### config.mk
export PLATFORM = sky130hd
export DESIGN_NAME = icache_ctrl
export DESIGN_NICKNAME = d
export VERILOG_FILES = /design/src/rtl/icache_ctrl.sv
export SDC_FILE = /design/constraint.sdc
export NUM_CORES = 2
export LEC_CHECK = 0
export CAP_MARGIN = 15
export CORE_UTILIZATION = 62
export DETAILED_ROUTE_END_ITERATION = 10
export PLACE_DENSITY = 0.86
export SKIP_LAST_GASP = 1
export SYNTH_ARGS = -nofsm -noshare
export SYNTH_HDL_FRONTEND = slang
export SYNTH_SLANG_ARGS = --single-unit
### constraint.sdc
create_clock -name clk -period 8.46 [get_ports clk]
set_input_delay 2.115 -clock clk [delete_from_list [all_inputs] [get_ports clk]]
set_output_delay 2.115 -clock clk [all_outputs]
set_load 0.03 [all_outputs]
### src/rtl/icache_ctrl.sv
// rtl/icache_ctrl.sv - direct-mapped instruction cache controller, 16 lines x 4 words
// Optional hit/miss statistics counters are enabled by defining ICACHE_STATS_EN.
module icache_ctrl (
    input  logic        clk,
    input  logic        rst,
    input  logic [31:0] pc,
    output logic [31:0] instruction,
    output logic        hit,
    output logic        mem_req,
    output logic [31:0] mem_addr,
    input  logic        mem_ready,
    input  logic [31:0] mem_rdata
`ifdef ICACHE_STATS_EN
    ,
    output logic [15:0] hit_count,
    output logic [15:0] miss_count
`endif
);

    typedef enum logic {IDLE, REFILL} stateType;

    stateType    state;
    stateType    nextState;

    logic [31:0] dataArr [16][4];
    logic [23:0] tagArr  [16];
    logic [15:0] validArr;

    logic [1:0]  beatCnt;
    logic [23:0] fillTag;
    logic [3:0]  fillIndex;

    logic [1:0]  pcWord;
    logic [3:0]  pcIndex;
    logic [23:0] pcTag;
    logic [1:0]  unusedPcBits;

    logic        missStart;
    logic        beatAccept;
    logic        lastBeat;

    assign pcWord       = pc[3:2];
    assign pcIndex      = pc[7:4];
    assign pcTag        = pc[31:8];
    assign unusedPcBits = pc[1:0];

    always_ff @(posedge clk or posedge rst) begin
        if (rst) begin
            state <= IDLE;
        end else begin
            state <= nextState;
        end
    end

    always_comb begin
        nextState = state;
        case (state)
            IDLE:    if (!hit) nextState = REFILL;
            REFILL:  if (lastBeat) nextState = IDLE;
            default: nextState = IDLE;
        endcase
    end

    always_comb begin
        hit         = validArr[pcIndex] && (tagArr[pcIndex] == pcTag);
        instruction = hit ? dataArr[pcIndex][pcWord] : 32'h0000_0000;
        missStart   = (state == IDLE) && !hit;
        beatAccept  = (state == REFILL) && mem_req && mem_ready;
        lastBeat    = beatAccept && (beatCnt == 2'd3);
    end

    // The target line is invalidated at the miss edge so a partial fill can never hit.
    always_ff @(posedge clk or posedge rst) begin
        if (rst) begin
            mem_req   <= 1'b0;
            mem_addr  <= 32'h0000_0000;
            beatCnt   <= 2'd0;
            fillTag   <= 24'd0;
            fillIndex <= 4'd0;
            validArr  <= 16'd0;
        end else if (missStart) begin
            mem_req            <= 1'b1;
            mem_addr           <= {pcTag, pcIndex, 4'b0000};
            beatCnt            <= 2'd0;
            fillTag            <= pcTag;
            fillIndex          <= pcIndex;
            validArr[pcIndex]  <= 1'b0;
        end else if (beatAccept) begin
            beatCnt <= beatCnt + 2'd1;
            if (lastBeat) begin
                mem_req             <= 1'b0;
                validArr[fillIndex] <= 1'b1;
            end
        end
    end

    always_ff @(posedge clk) begin
        if (beatAccept) begin
            dataArr[fillIndex][beatCnt] <= mem_rdata;
        end
        if (lastBeat) begin
            tagArr[fillIndex] <= fillTag;
        end
    end

`ifdef ICACHE_STATS_EN
    always_ff @(posedge clk or posedge rst) begin
        if (rst) begin
            hit_count  <= 16'd0;
            miss_count <= 16'd0;
        end else begin
            if ((state == IDLE) && hit && (hit_count != 16'hFFFF)) begin
                hit_count <= hit_count + 16'd1;
            end
            if (missStart && (miss_count != 16'hFFFF)) begin
                miss_count <= miss_count + 16'd1;
            end
        end
    end
`endif

endmodule

==> Word-level counts from Yosys, hierarchy flattened <==
Memories as Yosys holds them, arrays and structs flattened.
Index checks and enable logic that the tools add are counted.
{ "op_classes": {"reduce_logical": 12, "n_addsub": 1, "bitwise": 6, "magnitude_cmp": 7, "eq_ne": 2, "mux": 27} }
{ "op_table": {"columns": ["operator", "n"], "rows": [
  ["$mux 128", 1],
  ["$mux 32", 4],
  ["$bmux 32 s2", 1],
  ["$demux 32 s2", 1],
  ["$mux 16", 3],
  ["$eq 24x24->1", 1],
  ["$and 16x16->16", 1],
  ["$not 16->16", 1],
  ["$or 16x16->16", 1],
  ["$mux 1", 11],
  ["$lt 4x5->1 const B", 2],
  ["$demux 1 s4", 2],
  ["$ge 4x1->1 const B", 2],
  ["$logic_and 1x1->1", 8],
  ["$ge 3x3->1 const B", 2],
  ["$not 2->3", 2],
  ["$bmux 1 s4", 1],
  ["$mux 2", 2],
  ["$reduce_bool 2->1", 2],
  ["$lt 3x1->1 const B", 1],
  ["$add 2x1->2 const B", 1],
  ["$eq 2x2->1 const B", 1],
  ["$pmux 1 s2", 1],
  ["$reduce_and 2->1", 1],
  ["2 further kinds", 2]
]} }
{ "totals": {"input_bits": 67, "regBits": 76, "ramBits": 2432, "n_memories": 2} }
{ "memory_table": {"columns": ["name", "depth", "width", "read_ports", "rd_clocked_by_memory_dff", "write_ports", "line", "source"], "rows": [
  ["dataArr", 16, 128, 1, 0, 1, "25", "logic [31:0] dataArr [16][4];"],
  ["tagArr", 16, 24, 1, 0, 1, "26", "logic [23:0] tagArr [16];"]
]} }

==> Depth between registers and ports, before layout <==
{ "logic_depth": {"depth_word": 8, "mapped_depth": 14} }

==> Worst setup path before layout <==
No wires, ideal clock.
{ "synth_timing": {"kind": "in2out", "from": "input port pc[4]", "to": "output port instruction[17]", "path_buffers": 7, "slack_ns": 0.890, "stages": 11, "arrival_ns": 5.455, "t_required_ns": 6.345, "cell_sequence": "buf_4 > buf_6 > buf_6 > buf_6 > buf_2 > buf_2 > buf_1 > mux4_2 > mux4_2 > mux4_2 > and2_1"} }
{ "synth_via": {"elab_chain_len": 5, "word_cells_on_any_way": 10, "cone_classes": "eq/ne (1); mux (6); reduce/logical (1); memory (2)"} }
{ "synth_lines": {"columns": ["item", "line", "source"], "rows": [
  ["from (decl)", "6", "input logic [31:0] pc,"],
  ["$mem_v2 16x128", null, null],
  ["$bmux 32 s2", "66", "instruction = hit ? dataArr[pcIndex][pcWord] : 32'h0000_0000;"],
  ["$mux 32 (implied by the code) (2 in series)", "66", null],
  ["$mux 32 (*)", "66", null],
  ["to (decl)", "7", "output logic [31:0] instruction,"]
]} }
Every way passes the cells marked *; elsewhere a longest branch is shown, timed or not. The select of a mux whose other input is x is not followed.

==> Worst setup path in the final report <==
Ends and elaborated chain as after synthesis.

==> flow_summary.ini <==
[synth]
synth-seq-cells = 2480
synthCells = 3863
synth_warnings = 0
synth_cell_types = 66
ys_top_cells_by_area = edfxtp_1 77%, mux4_2 18%, dfrtp_1 1.3%, mux2_2 0.47%, mux2i_1 0.37%
syn-cell-area_um2 = 95200
ys_seq_area_share_pct = 78.0
syn_avg_cell_area_um2 = 24.6
synth.most_common_cell = edfxtp_1
yosys.area.top_type_share_pct = 76.7
netlist.top_cell.by_area = edfxtp_1
ys_top_cells_by_count = 2432 x edfxtp_1, 757 x mux4_2, 91 x clkbuf_1
synth_edf_count = 2432
ys_async_sr_fraction_pct = 1.94
synthFlopType = edfxtp_1

[worst_hold_path]
holdPathStages = 1
hp-class = reg -> reg

[worst_setup_path]
cp_max_fo = 49
required_ps = 6350
cpMostUsedCell = buf_4
critPathKind = in -> out
crit_chain = buf_8, buf_4, or2_2, a211oi_1, nor4_1, o32ai_1, nand3_1, or4b_4, nor3_2, buf_4, and2_1, buf_12
worstSetupStartpointType = input port
rr_worst_depth = 9
cp_slowest_cell = or4b_4
endpoint_kind = primary output
cpPeakStageDelay_ps = 610
cp_data_arrival_time_ps = 6170

[power_and_ir_drop]
power_frac_clock_pct = 42.2
pwr-share-seq_pct = 53.4
power-per-cell-area_nw_per_um2 = 234
power_frac_comb_pct = 4.4
switching_share_pct = 21.8
p_leak_nw = 34.6
p_switching_w = 0.00549
p_int_w = 0.0197
peakVddDrop_mv = 0.219

[place]
port_buffers = 126
dpl.cell_count = 5945
dp_hpwl_mm = 141
finalWeightedCongestion = 0.834

[floorplan]
ios = 133
initial_core_util_pct = 62.5
die_x_um = 394
die_area_um2 = 155000
rows = 143
core_region_area_um2 = 152000
die_h_um = 394

[clock_tree]
htree_levels = 4
cts_buffer_depth = 3
post_cts_buffers = 0
clkSlewWorstSetupHoldPaths_ps = 70
clock_latency_ps = 940
cts_tree = built
cts-buffers-inserted = 225
cts_sinks = 2480
root_buffer = clkbuf_16

[layout]
finalNetCount = 4221
instances_no_fill = 6387
fillers = 7710
seq_area_um2 = 74200
area_delta_synth_final_pct = 13.1
drive_gt1_share_pct = 32.7
multi_input_area_um2 = 20500

[outcome]
status = complete, no violations

[global_route]
grt_max_degree = 168
grt_pass1_vias = 49296
antenna_found_initial = 36
grt_pass1_wl_mm = 391
overflow = 0
grt.total_usage_pct = 37.1

[sta]
fin_skew_ps = 88.3
worstMarginPinSlew_ps = 1290
setup_viol_count_final = 0
grt_setup_unrepaired = false
fin_crit_ps = 8280
timing.final.crit_share_pct = 97.9
max_slew_margin_pct = 13.9
report.final.slew_viol_count = 0
fmax_ghz = 0.121
hold_violations = 0
fin_setup_tns_ps = 0

[drt]
avgViaCountPerCell = 7.60
drt_iter0_markers = 8446
drt-pass1-iter-count = 7
drt-total-wl_mm = 286
drc = 0
ant_nets = 0
routedWlPerCell_um = 44.8
vias = 48553

[job]
maxCapViolCount = 0
==> cell type report <==
cell class | count | share of cell area, %
clock inverter | 141 | 1.53
clock buffer | 281 | 5.54
inverter | 14 | 0.0558
sequential | 2480 | 68.9
timing repair buffer | 260 | 2.56
antenna | 12 | 0.0279
multi-input combinational | 1169 | 19.0
tap | 2030 | 2.36
==> layout by cell type, fill, tap and decap left out, drive strengths merged, types with 10 or more instances in the layout <==
cell type and count:
o32a 12, clkdlybuf4s50 55, nor3 10, nand2 28
nor2 81, mux4 757, diode 12, nor2b 45
bufinv 24, xnor2 14, clkinvlp 10, buf 204
nand3 15, clkinv 106, clkbuf 282, o22ai 11
dfrtp 48, edfxtp 2432, mux2 49, mux2i 35
a22oi 12, inv 15
==> stage by stage <==
| step | utilization (%) | worst slack (ps) | hold WS [ps] | total power [W] | instance area, um2 |
|---|---|---|---|---|---|
| 2_1_floorplan | - | 890 | 465 | 0.0143 | 95200 |
| 3_3_place_gp | 65.6 | 291 | 474 | 0.0147 | 99900 |
| 5_1_grt | 70.7 | 69.1 | 523 | 0.0256 | 108000 |
| 4_1_cts | 70.6 | 128 | 510 | 0.0251 | 108000 |
| 6_report | 70.7 | 178 | 518 | 0.0252 | 108000 |
| 3_5_place_dp | 65.6 | 282 | 494 | 0.0147 | 99900 |
==> flip-flops by register name (all words and copies together) (netlist names) <==
name / flops
mem_req: 1
state: 1
validArr: 16
beatCnt: 2
tagArr: 384
fillIndex: 3
fillTag: 24
mem_addr: 1
dataArr: 2048
==> repair_timing <==
item,4_1_cts,5_1_grt
gates resized for setup,0,3
hold buffers,0,0
endpoints found under the setup margin,0,1
==> power by group through the flow <==
stage                     combinational [W]  clock [W]  sequential, W
after floorplan                    0.000595          0         0.0137
after global placement             0.000971          0         0.0137
after detailed placement            0.00103          0         0.0137
after CTS                           0.00107     0.0106         0.0134
after global routing                0.00112     0.0110         0.0134
final                               0.00110     0.0106         0.0134
==> final timing paths <==
check | startpoint | to | slack (ps)
max in group asynchronous | rst | fillIndex[1] | 6040
worst min-delay path | validArr[14] | validArr[14] | 520
worst max register to register | tagArr[13][17] | fillTag[11] | 3870
worst min register to register | validArr[14] | validArr[14] | 520
min in group asynchronous | rst | fillTag[19] | 1780
worst max-delay path | pc[4] | instruction[17] | 180
==> kinds of logic (layout without fill, tap and decap cells) <==
kind of cell             after synthesis  count (layout)  share of synthesized area (%)
adder cells (fa/ha/maj)                4               4                         0.0526
flip-flops                          2480            2480                           78.0
other                                  1              16                        0.00394
multiplexers                         841             841                           18.9
buffers and inverters                217             696                           1.07
AND/OR/NAND/NOR                      211             211                           1.11
AO/OA/AOI/OAI                         90              90                          0.750
XOR/XNOR                              19              19                          0.175
==> worst max-delay path: cells and delay by family <==
| family | cells | cell delay [ps] |
|---|---|---|
| AO/OA/AOI/OAI | 2 | 1010 |
| buffers and inverters | 4 | 960 |
| AND/OR/NAND/NOR | 6 | 1990 |
==> metal layers <==
metal,global-route usage (%),share of wire (%),vias up
met4,21.0,6.9,28
met3,9.69,14,1170
met2,60.6,50,5220
met1,45.3,29,24822
li1,-,-,17313
met5,0,0.068,-
Power figures use the tool's default switching activity.
